===== config.mk =====
export PLATFORM = sky130hd
export DESIGN_NAME = wb_uart_periph_flat
export DESIGN_NICKNAME = d
export VERILOG_FILES = /design/src/rtl/wb_uart_periph_if.sv /design/src/rtl/wb_uart_periph.sv /design/src/flat_wrapper.sv
export SDC_FILE = /design/constraint.sdc
export NUM_CORES = 1
export LEC_CHECK = 0
export ABC_CLOCK_PERIOD_IN_PS = 3900
export CAP_MARGIN = 5
export CORE_ASPECT_RATIO = 0.8
export CORE_UTILIZATION = 55
export DETAILED_ROUTE_END_ITERATION = 10
export MAX_ROUTING_LAYER = met4
export PLACE_DENSITY = 0.75
export SYNTH_ARGS = -nofsm -noshare
export SYNTH_HDL_FRONTEND = slang
export SYNTH_SLANG_ARGS = --single-unit
export TNS_END_PERCENT = 1

===== constraint.sdc =====
create_clock -name i_clk -period 3.9 [get_ports i_clk]
set_input_delay 0.39 -clock i_clk [delete_from_list [all_inputs] [get_ports i_clk]]
set_output_delay 0.39 -clock i_clk [all_outputs]
set_load 0.005 [all_outputs]

===== src/rtl/wb_uart_periph_if.sv =====
// Wishbone classic slave bundle for the UART peripheral.
// Signal names carry the slave's point of view (i_ = into the peripheral).
interface wb_uart_periph_if;
  logic        i_wb_cyc;
  logic        i_wb_stb;
  logic        i_wb_we;
  logic [31:0] i_wb_addr;
  logic [31:0] i_wb_data;
  logic [3:0]  i_wb_sel;
  logic [31:0] o_wb_data;
  logic        o_wb_stall;
  logic        o_wb_ack;

  modport master (
    output i_wb_cyc, i_wb_stb, i_wb_we, i_wb_addr, i_wb_data, i_wb_sel,
    input  o_wb_data, o_wb_stall, o_wb_ack
  );

  modport slave (
    input  i_wb_cyc, i_wb_stb, i_wb_we, i_wb_addr, i_wb_data, i_wb_sel,
    output o_wb_data, o_wb_stall, o_wb_ack
  );
endinterface


===== src/rtl/wb_uart_periph.sv =====
// Wishbone-attached 8N1 UART with TX/RX FIFOs, sticky error flags and a level interrupt.
// Registers: 0 DATA, 1 STATUS, 2 CTRL, 3 reserved (word addressed by addr[3:2]).
module wb_uart_periph #(
  parameter int unsigned CLKS_PER_BIT = 434,
  parameter int unsigned FIFO_DEPTH   = 16
) (
  input  logic             i_clk,
  input  logic             i_rst,
  wb_uart_periph_if.slave  io_wb,
  input  logic             i_uart_rx,
  output logic             o_uart_tx,
  output logic             o_irq
);

  localparam int unsigned AW = $clog2(FIFO_DEPTH);
  localparam int unsigned PW = AW + 1;
  localparam int unsigned CW = 16;
  localparam logic [CW-1:0] BitLast  = CW'(CLKS_PER_BIT - 1);
  localparam logic [CW-1:0] HalfLast = CW'(CLKS_PER_BIT / 2 - 1);

  typedef enum logic [1:0] {StIdle, StStart, StData, StStop} uart_st_e;

  // Bus decode
  logic        r_ack, r_rx_ie, r_tx_ie, r_ovr, r_frm, r_irq;
  logic [31:0] r_rdata, w_rdata;
  logic        w_req, w_rd, w_wr, w_sel0, w_unused;
  logic [1:0]  w_addr;

  assign w_req  = io_wb.i_wb_cyc & io_wb.i_wb_stb & ~r_ack;
  assign w_rd   = w_req & ~io_wb.i_wb_we;
  assign w_wr   = w_req & io_wb.i_wb_we;
  assign w_addr = io_wb.i_wb_addr[3:2];
  assign w_sel0 = io_wb.i_wb_sel[0];
  assign w_unused = ^{io_wb.i_wb_addr[31:4], io_wb.i_wb_addr[1:0], io_wb.i_wb_data[31:8],
                      io_wb.i_wb_sel[3:1]};

  // FIFO storage and pointers (extra MSB distinguishes full from empty)
  logic [7:0]    r_tx_mem [FIFO_DEPTH];
  logic [7:0]    r_rx_mem [FIFO_DEPTH];
  logic [PW-1:0] r_tx_wp, r_tx_rp, r_rx_wp, r_rx_rp, w_rx_diff;
  logic          w_tx_empty, w_tx_full, w_rx_empty, w_rx_full;
  logic          w_tx_push, w_tx_pop, w_rx_push, w_rx_pop, w_tx_idle;
  logic [7:0]    w_rx_cnt;

  assign w_tx_empty = (r_tx_wp == r_tx_rp);
  assign w_tx_full  = (r_tx_wp[AW] != r_tx_rp[AW]) && (r_tx_wp[AW-1:0] == r_tx_rp[AW-1:0]);
  assign w_rx_empty = (r_rx_wp == r_rx_rp);
  assign w_rx_full  = (r_rx_wp[AW] != r_rx_rp[AW]) && (r_rx_wp[AW-1:0] == r_rx_rp[AW-1:0]);
  assign w_rx_diff  = r_rx_wp - r_rx_rp;
  assign w_rx_cnt   = 8'(w_rx_diff);
  assign w_tx_push  = w_wr && (w_addr == 2'd0) && w_sel0 && !w_tx_full;
  assign w_rx_pop   = w_rd && (w_addr == 2'd0) && !w_rx_empty;

  always_ff @(posedge i_clk) begin
    if (w_tx_push) r_tx_mem[r_tx_wp[AW-1:0]] <= io_wb.i_wb_data[7:0];
  end

  // ---------------- TX ----------------
  uart_st_e      r_tx_st, w_tx_next;
  logic [CW-1:0] r_tx_cnt;
  logic [2:0]    r_tx_bit;
  logic [7:0]    r_tx_shift;
  logic          w_tx_cnt_done;

  assign w_tx_cnt_done = (r_tx_cnt == BitLast);
  assign w_tx_idle     = w_tx_empty && (r_tx_st == StIdle);

  always_ff @(posedge i_clk or posedge i_rst) begin
    if (i_rst) r_tx_st <= StIdle;
    else       r_tx_st <= w_tx_next;
  end

  always_comb begin
    w_tx_next = r_tx_st;
    unique case (r_tx_st)
      StIdle:  if (!w_tx_empty) w_tx_next = StStart;
      StStart: if (w_tx_cnt_done) w_tx_next = StData;
      StData:  if (w_tx_cnt_done && r_tx_bit == 3'd7) w_tx_next = StStop;
      StStop:  if (w_tx_cnt_done) w_tx_next = w_tx_empty ? StIdle : StStart;
      default: w_tx_next = StIdle;
    endcase
  end

  // Line is a decode of reset registers so reset drives it high without waiting for a clock
  always_comb begin
    o_uart_tx = 1'b1;
    w_tx_pop  = 1'b0;
    unique case (r_tx_st)
      StIdle:  w_tx_pop  = !w_tx_empty;
      StStart: o_uart_tx = 1'b0;
      StData:  o_uart_tx = r_tx_shift[0];
      StStop:  w_tx_pop  = w_tx_cnt_done && !w_tx_empty;
      default: ;
    endcase
  end

  always_ff @(posedge i_clk or posedge i_rst) begin
    if (i_rst) begin
      r_tx_cnt   <= '0;
      r_tx_bit   <= '0;
      r_tx_shift <= 8'hFF;
    end else if (w_tx_pop) begin
      r_tx_cnt   <= '0;
      r_tx_bit   <= '0;
      r_tx_shift <= r_tx_mem[r_tx_rp[AW-1:0]];
    end else if (r_tx_st != StIdle) begin
      if (w_tx_cnt_done) begin
        r_tx_cnt <= '0;
        if (r_tx_st == StData) begin
          r_tx_shift <= {1'b1, r_tx_shift[7:1]};
          r_tx_bit   <= r_tx_bit + 3'd1;
        end
      end else begin
        r_tx_cnt <= r_tx_cnt + 1'b1;
      end
    end
  end

  // ---------------- RX ----------------
  uart_st_e      r_rx_st, w_rx_next;
  logic          r_rx_s1, r_rx_s2, r_rx_s3;
  logic [CW-1:0] r_rx_cnt;
  logic [2:0]    r_rx_bit;
  logic [7:0]    r_rx_shift;
  logic          w_rx_fall, w_rx_sample, w_rx_bit_done, w_rx_ovr_set, w_rx_frm_set;

  assign w_rx_fall     = r_rx_s3 & ~r_rx_s2;
  assign w_rx_bit_done = (r_rx_cnt == BitLast);
  assign w_rx_sample   = ((r_rx_st == StStart) && (r_rx_cnt == HalfLast)) ||
                         (((r_rx_st == StData) || (r_rx_st == StStop)) && w_rx_bit_done);

  always_ff @(posedge i_clk or posedge i_rst) begin
    if (i_rst) r_rx_st <= StIdle;
    else       r_rx_st <= w_rx_next;
  end

  always_comb begin
    w_rx_next = r_rx_st;
    unique case (r_rx_st)
      StIdle:  if (w_rx_fall) w_rx_next = StStart;
      StStart: if (r_rx_cnt == HalfLast) w_rx_next = r_rx_s2 ? StIdle : StData;
      StData:  if (w_rx_bit_done && r_rx_bit == 3'd7) w_rx_next = StStop;
      StStop:  if (w_rx_bit_done) w_rx_next = StIdle;
      default: w_rx_next = StIdle;
    endcase
  end

  always_comb begin
    w_rx_push    = 1'b0;
    w_rx_ovr_set = 1'b0;
    w_rx_frm_set = 1'b0;
    if (r_rx_st == StStop && w_rx_bit_done) begin
      w_rx_push    = r_rx_s2 && !w_rx_full;
      w_rx_ovr_set = r_rx_s2 && w_rx_full;
      w_rx_frm_set = !r_rx_s2;
    end
  end

  always_ff @(posedge i_clk or posedge i_rst) begin
    if (i_rst) begin
      r_rx_s1    <= 1'b1;
      r_rx_s2    <= 1'b1;
      r_rx_s3    <= 1'b1;
      r_rx_cnt   <= '0;
      r_rx_bit   <= '0;
      r_rx_shift <= '0;
    end else begin
      r_rx_s1 <= i_uart_rx;
      r_rx_s2 <= r_rx_s1;
      r_rx_s3 <= r_rx_s2;
      r_rx_cnt <= (r_rx_st == StIdle || w_rx_sample) ? '0 : r_rx_cnt + 1'b1;
      if (r_rx_st == StStart) r_rx_bit <= '0;
      if (r_rx_st == StData && w_rx_bit_done) begin
        r_rx_shift <= {r_rx_s2, r_rx_shift[7:1]};
        r_rx_bit   <= r_rx_bit + 3'd1;
      end
    end
  end

  always_ff @(posedge i_clk) begin
    if (w_rx_push) r_rx_mem[r_rx_wp[AW-1:0]] <= r_rx_shift;
  end

  // ---------------- Pointers, CTRL, flags, bus response ----------------
  always_ff @(posedge i_clk or posedge i_rst) begin
    if (i_rst) begin
      r_tx_wp <= '0;
      r_tx_rp <= '0;
      r_rx_wp <= '0;
      r_rx_rp <= '0;
      r_rx_ie <= 1'b0;
      r_tx_ie <= 1'b0;
      r_ovr   <= 1'b0;
      r_frm   <= 1'b0;
      r_ack   <= 1'b0;
      r_rdata <= '0;
      r_irq   <= 1'b0;
    end else begin
      if (w_tx_push) r_tx_wp <= r_tx_wp + 1'b1;
      if (w_tx_pop)  r_tx_rp <= r_tx_rp + 1'b1;
      if (w_rx_push) r_rx_wp <= r_rx_wp + 1'b1;
      if (w_rx_pop)  r_rx_rp <= r_rx_rp + 1'b1;
      if (w_wr && w_addr == 2'd2 && w_sel0) begin
        r_rx_ie <= io_wb.i_wb_data[0];
        r_tx_ie <= io_wb.i_wb_data[1];
        if (io_wb.i_wb_data[3]) r_ovr <= 1'b0;
        if (io_wb.i_wb_data[4]) r_frm <= 1'b0;
      end
      // A new error in the same cycle as a clear wins
      if (w_rx_ovr_set) r_ovr <= 1'b1;
      if (w_rx_frm_set) r_frm <= 1'b1;
      r_ack   <= w_req;
      r_rdata <= w_rd ? w_rdata : '0;
      r_irq   <= (r_rx_ie & ~w_rx_empty) | (r_tx_ie & w_tx_idle);
    end
  end

  always_comb begin
    w_rdata = '0;
    unique case (w_addr)
      2'd0: w_rdata = w_rx_empty ? 32'h8000_0000 : {24'b0, r_rx_mem[r_rx_rp[AW-1:0]]};
      2'd1: w_rdata = {19'b0, w_rx_cnt, r_frm, r_ovr, w_tx_idle, w_tx_full, ~w_rx_empty};
      2'd2: w_rdata = {30'b0, r_tx_ie, r_rx_ie};
      default: w_rdata = '0;
    endcase
  end

  assign io_wb.o_wb_stall = 1'b0;
  assign io_wb.o_wb_ack   = r_ack;
  assign io_wb.o_wb_data  = r_rdata;
  assign o_irq            = r_irq;

endmodule


===== src/flat_wrapper.sv =====
// flat-port wrapper written by rule: the top's interface ports become plain ports
module wb_uart_periph_flat 
#(
  parameter int unsigned CLKS_PER_BIT = 434,
  parameter int unsigned FIFO_DEPTH   = 16
)
  (i_clk, i_rst, i_uart_rx, o_uart_tx, o_irq, io_wb_i_wb_cyc, io_wb_i_wb_stb, io_wb_i_wb_we, io_wb_i_wb_addr, io_wb_i_wb_data, io_wb_i_wb_sel, io_wb_o_wb_data, io_wb_o_wb_stall, io_wb_o_wb_ack);
  wb_uart_periph_if io_wb_i ();
  input  logic i_clk;
  input  logic i_rst;
  input  logic i_uart_rx;
  output logic o_uart_tx;
  output logic o_irq;
  input wire logic [$bits(io_wb_i.i_wb_cyc)-1:0] io_wb_i_wb_cyc;
  input wire logic [$bits(io_wb_i.i_wb_stb)-1:0] io_wb_i_wb_stb;
  input wire logic [$bits(io_wb_i.i_wb_we)-1:0] io_wb_i_wb_we;
  input wire logic [$bits(io_wb_i.i_wb_addr)-1:0] io_wb_i_wb_addr;
  input wire logic [$bits(io_wb_i.i_wb_data)-1:0] io_wb_i_wb_data;
  input wire logic [$bits(io_wb_i.i_wb_sel)-1:0] io_wb_i_wb_sel;
  output wire logic [$bits(io_wb_i.o_wb_data)-1:0] io_wb_o_wb_data;
  output wire logic [$bits(io_wb_i.o_wb_stall)-1:0] io_wb_o_wb_stall;
  output wire logic [$bits(io_wb_i.o_wb_ack)-1:0] io_wb_o_wb_ack;
  assign io_wb_i.i_wb_cyc = io_wb_i_wb_cyc;
  assign io_wb_i.i_wb_stb = io_wb_i_wb_stb;
  assign io_wb_i.i_wb_we = io_wb_i_wb_we;
  assign io_wb_i.i_wb_addr = io_wb_i_wb_addr;
  assign io_wb_i.i_wb_data = io_wb_i_wb_data;
  assign io_wb_i.i_wb_sel = io_wb_i_wb_sel;
  assign io_wb_o_wb_data = io_wb_i.o_wb_data;
  assign io_wb_o_wb_stall = io_wb_i.o_wb_stall;
  assign io_wb_o_wb_ack = io_wb_i.o_wb_ack;
  wb_uart_periph #(.CLKS_PER_BIT(CLKS_PER_BIT), .FIFO_DEPTH(FIFO_DEPTH)) u_core (.i_clk(i_clk), .i_rst(i_rst), .io_wb(io_wb_i), .i_uart_rx(i_uart_rx), .o_uart_tx(o_uart_tx), .o_irq(o_irq));
endmodule

Word level (Yosys, flattened, before mapping)
Memories as Yosys holds them, arrays and structs flattened. Index checks and enable logic that the tools add are counted. W data, S select, Z words.

Register bits after elaboration: 119. Bits in writable memories: 256. Input port bits: 74. Output and inout port bits: 36. Logic and storage cells: 160. Memories: 2.

Add/subtract/negate cells: 9. Equal/unequal tests: 27. Muxes and demuxes: 44. Bitwise operators: 12. Reductions and logical operators: 44.

Memory list: u_core.r_rx_mem (depth 16, width 8, read ports 1, clocked after Yosys merged registers in 0, write ports 1, line wb_uart_periph.sv:39) `logic [7:0] r_rx_mem [FIFO_DEPTH];`; u_core.r_tx_mem (depth 16, width 8, read ports 1, clocked after Yosys merged registers in 0, write ports 1, line wb_uart_periph.sv:38) `logic [7:0] r_tx_mem [FIFO_DEPTH];`.

Operators with widths (count): $pmux W32 S3 (1); $mux W16 (4); $mux W32 (2); $add A16 B1 Y16 const B (2); $eq A16 B9 Y1 const B (2); $mux W8 (4); $add A5 B1 Y5 const B (4); $logic_and A1 B1 Y1 (19); $mux W2 (9); $mux W3 (6); $reduce_bool A2 Y1 (9); $eq A16 B8 Y1 const B (1); $pmux W2 S4 (2); $mux W1 (14); $ne A2 B1 Y1 const B (7); $eq A2 B2 Y1 const B (5); $eq A5 B5 Y1 (2); $eq A4 B4 Y1 (2); $reduce_and A4 Y1 (2); $and A1 B1 Y1 (7); $add A3 B1 Y3 const B (2); $eq A2 B1 Y1 const B (3); $eq A3 B3 Y1 const B (2); $logic_not A2 Y1 (3); 10 further kinds (22).

Logic depth before layout (Yosys ltp)
Depth in word-level cells: 8. Gate-level depth with buffers: 10.

Worst setup path after synthesis
Ideal clock, no wire load.

Kind: register to register. Start point: register u_core.r_tx_rp[1]. End point: memory u_core.r_tx_mem[7][0] (enable). Arrival time: 2242 ps. Data required time: 3515 ps. Slack: 1273 ps. Stages on the path, launching flop included: 9. Path buffers: 3. Clock period less this slack: 2627 ps. Cells stage by stage: dfrtp_1 clkbuf_1 xnor2_1 and4_1 clkbuf_1 a211oi_1 buf_2 nand2_1 nor3b_1.

Word-level cells in the longest chain between the ends: 6.

RTL lines: start, declared (line wb_uart_periph.sv:40) `logic [PW-1:0] r_tx_wp, r_tx_rp, r_rx_wp, r_rx_rp, w_rx_diff;`; start signal, assigned (line wb_uart_periph.sv:200) `if (w_tx_pop) r_tx_rp <= r_tx_rp + 1'b1;`; $eq A4 B4 Y1 (line wb_uart_periph.sv:46) `assign w_tx_full = (r_tx_wp[AW] != r_tx_rp[AW]) && (r_tx_wp[AW-1:0] == r_tx_rp[AW-1:0]);`; $logic_and A1 B1 Y1 (line wb_uart_periph.sv:46); $logic_not A1 Y1 (line wb_uart_periph.sv:51) `assign w_tx_push = w_wr && (w_addr == 2'd0) && w_sel0 && !w_tx_full;`; $logic_and A1 B1 Y1 (line wb_uart_periph.sv:51); $mux W1 (line wb_uart_periph.sv:55) `if (w_tx_push) r_tx_mem[r_tx_wp[AW-1:0]] <= io_wb.i_wb_data[7:0];`; $mux W1 (implied by the code) (line wb_uart_periph.sv:55); end, declared (line wb_uart_periph.sv:38).

No other way between the ends.

Worst setup path in the final report
Start point: register u_core.r_tx_wp[3]. End point: memory u_core.r_tx_mem[1][0] (enable).

Word-level cells in the longest chain between the ends: 6.

RTL lines: start, declared (line wb_uart_periph.sv:40); start signal, assigned (line wb_uart_periph.sv:199) `if (w_tx_push) r_tx_wp <= r_tx_wp + 1'b1;`; $eq A4 B4 Y1 (line wb_uart_periph.sv:46); $logic_and A1 B1 Y1 (line wb_uart_periph.sv:46); $logic_not A1 Y1 (line wb_uart_periph.sv:51); $logic_and A1 B1 Y1 (line wb_uart_periph.sv:51); $mux W1 (line wb_uart_periph.sv:55); $mux W1 (implied by the code) (line wb_uart_periph.sv:55).

Several ways; a longest one is shown, not always the timed one.

==> results by stage <==
Outcome:
- The run finished with clean final reports.

Place:
- The detailed-placement wirelength estimate is 19.1 mm.
- The routability congestion estimate is 0.794.
- The number of input and output port buffers inserted is 30.
- The area of placed instances is 15,700 um2.

Die:
- The die is 187 um wide.
- The full die area is 28,100 um2.
- The starting utilization of the core area is 56.8%.
- The core outline area is 26,600 um2.
- 110 I/O pins were placed.
- Measured along the y axis, the die boundary spans 150 um.
- In this run the core area contains 53 standard-cell rows.

Critical path:
- At the worst endpoint, the arrival time is 3.19 ns.
- Tracing the worst setup path back leads to its startpoint at u_core.r_tx_wp[3].
- The worst setup path is launched from a register.
- The worst setup path is captured at a register.
- The required time of the critical path is 4.06 ns.
- The launch point of the worst reg-to-reg path is u_core.r_tx_wp[3].
- The largest fanout on the critical path is 18.
- The type of the worst setup path is register to register.

GRT:
- The total track usage is 23.3%.
- The via count of the first global-routing pass is 8,127.
- The wire length of the first global-routing pass is 47.6 mm.
- Global routing finished with a remaining overflow of 0.
- The initial antenna violation count is 0.
- Entering global routing, the biggest net connects 63 pins.

Cells and area:
- The post-layout instance area is 16,900 um2.
- The number of filler instances in the final layout is 1,854.
- The fraction of final layout cells with drive strength greater than 1 is 18.6%.
- The total inserted antenna cells is 0.
- The share of the core filled with cells in the final layout is 63.4%.
- The number of nets in the final layout is 1,073.
- The area growth from synthesis to layout is 11.6%.

STA:
- The part of the cycle the worst path needs is 77.7%.
- In the final timing run, aggregate negative setup slack is 0 ns.
- The final hold slack is 0.281 ns.
- The number of endpoints with negative hold slack in the final report is 0.
- The relative slew slack is 37.0%.
- The maximum operating frequency is 330 MHz.
- Setup violations remaining at the end of the flow were counted as 0.
- The clock skew is 0.0179 ns.
- At the pin with the least slew margin, the transition time is 0.942 ns.
- Setup repair after global routing left no endpoint under its margin.
- After layout, the minimum clock period comes to 3.03 ns.
- The number of pins exceeding their max-slew limit in the final report is 0.

Synthesis:
- The library cell with the largest summed area after synthesis is edfxtp_1.
- The cell area that synthesis handed to floorplanning was 15,100 um2.
- By instance count, the leading cell after synthesis is edfxtp_1.
- In the post-synthesis netlist, the biggest area contributors are edfxtp_1, dfrtp_1, mux4_2, ha_1, dfstp_2.
- The distinct cell type count of the synthesized netlist is 67.
- The share of the synthesized area in the top cell type is 50.9%.
- The top flip-flop cell by instance count after synthesis is edfxtp_1.
- Counting flops with an async set or reset pin after synthesis yields a share of 27.7%.
- The count of flip-flops with a built-in enable after synthesis is 256.
- The Yosys step of the flow raised 0 warnings.
- Counting flops and latches in the post-synthesis netlist gives 354.
- The part of the Yosys area used for sequential elements is 67.2%.
- The cell count after synthesis is 929.
- Dividing the synthesized area by the synthesized cell count gives 16.3 um2.
- The commonest cells after synthesis are edfxtp_1, dfrtp_1, mux4_2.

Drt:
- The number of iterations in the first detailed-routing pass is 6.
- The detailed-route vias per instance is 6.06.
- The final wirelength is 30.4 mm.
- The final routed wire length divided by cell count is 22.4 um.
- The count of nets left with antenna violations once routing finished came out at 0.
- The total number of vias is 8,205.
- The violation count after the first detailed-route iteration is 831.
- The post-detailed-route DRC marker count is 0.

Power:
- The total power density per cell area is 608 nW/um2.
- For this design the static power due to leakage is 0.00572 uW.
- The largest voltage drop on the vdd net is 0.000393 V.

Min path:
- The startpoint identified for the worst hold timing path is i_uart_rx.
- The class of the tightest hold or removal check is primary input to register.

Clock network:
- The count of hold buffers inserted by post-cts repair is 0.
- The tree is rooted in a clkbuf_16.
- The buffer levels on the longest clock path is 3.
- The insertion delay of the later-clocked pin in the worst-skew pair is 0.53 ns.
- In this run the post-CTS setup repair buffer count came out at 0.
- After clock tree synthesis, the clock-pin slew on the worst setup and hold paths is 0.06 ns.
- The clock sink count is 354.
- The TritonCTS buffer count is 35.
- The quantity of gates resized following cts is 0.
- The CTS tree is yes.
- In this run the number of H-tree levels came out at 2.

Run:
- Max-cap violations in this run came to 0.
## worst paths after layout
kind,end,slack [ns],cells past startpoint
max in group asynchronous,u_core.r_rx_s1,2.70,3
hold / removal,u_core.r_rx_s1,0.28,1
setup / recovery,u_core.r_tx_mem[1][0],0.87,5
setup reg to reg,u_core.r_tx_mem[1][0],0.87,5
hold reg to reg,u_core.r_rx_s2,0.36,0
min in group asynchronous,u_core.io_wb.o_wb_data[8],0.41,2
## cell families (layout without fill, tap and decap cells)
| kind of cell | Yosys count | count (layout) | synth area share (%) |
|---|---|---|---|
| AOI/OAI and AO/OA | 113 | 113 | 4.90 |
| and+or+nand+nor | 212 | 212 | 7.95 |
| DFF | 354 | 354 | 67.2 |
| buffers and inverters | 87 | 134 | 2.90 |
| adders and majority gates | 29 | 29 | 2.45 |
| muxes | 90 | 90 | 12.0 |
| xor gates and xnor gates | 43 | 43 | 2.49 |
| other | 1 | 22 | 0.0248 |
## per-layer routing
layer	track usage [%]	up-vias	wire length (um)
li1	-	3653	-
met1	34.6	4195	13900
met2	33.2	306	13600
met3	4.59	51	2250
met4	5.78	0	551
met5	-	-	0
## report_power, final
part	switching [uW]	total (uW)	leakage [uW]	internal [uW]
sequential	258	4510	0.00330	4250
combinational	1370	2380	0.00186	1010
clock	1390	3370	0.000558	1980
total	3020	10300	0.00572	7240
## registers in the layout (all words and copies together) (netlist names), 2 cells and up, named ones only
name	cells
u_core.r_tx_rp	5
u_core.r_tx_st	2
u_core.r_rx_rp	5
u_core.r_rx_shift	8
u_core.r_tx_bit	3
u_core.r_tx_shift	8
u_core.r_tx_cnt	16
u_core.r_rx_mem	128
u_core.r_tx_mem	128
u_core.r_rx_wp	5
u_core.r_tx_wp	5
u_core.r_rx_bit	3
u_core.io_wb.o_wb_data	11
u_core.r_rx_cnt	16
## worst max-delay path, stage by stage (launching register included)
cell	delay, ns
dfrtp_1	0.64
xnor2_1	0.17
and4_1	0.30
a211oi_1	0.55
nor2b_1	0.48
and3b_1	0.53
## layout by cell type (no fill, tap or decap), types with 9 or more instances in the layout
master,netlist,final
ha_1,28,28
buf_4,22,14
dfstp_2,11,11
xnor2_1,25,25
nand2_1,50,50
inv_1,24,23
clkdlybuf4s50_1,0,30
clkbuf_16,0,35
mux2_2,13,13
o31ai_1,10,10
and3_1,16,16
clkinv_1,0,9
a21oi_1,22,22
a211oi_1,12,12
o21ai_0,23,23
dfrtp_1,87,85
and2_1,9,9
edfxtp_1,256,256
nor2_1,36,36
xor2_1,18,18
conb_1,1,22
mux4_2,72,72
a22oi_1,15,15
nand3_1,19,19
## layout make-up
cell class | count | area (um2) | share of cell area [%]
flip-flops and latches | 354 | 10200 | 60.2
well taps | 357 | 447 | 2.65
repair buffers | 45 | 425 | 2.52
clock buffers | 42 | 932 | 5.53
multi-input cells | 509 | 4590 | 27.2
clock inverters | 22 | 215 | 1.28
inverters | 25 | 96.3 | 0.571
## stage by stage
step,instances,setup slack (ns),power [uW]
5_1_grt,1354,0.600,10700
2_1_floorplan,950,0.966,6330
3_5_place_dp,1290,0.772,6930
6_report,1354,0.871,10300
3_3_place_gp,1290,0.849,6880
4_1_cts,1354,0.885,10300
Note: power is estimated with default switching activity, not from simulation.
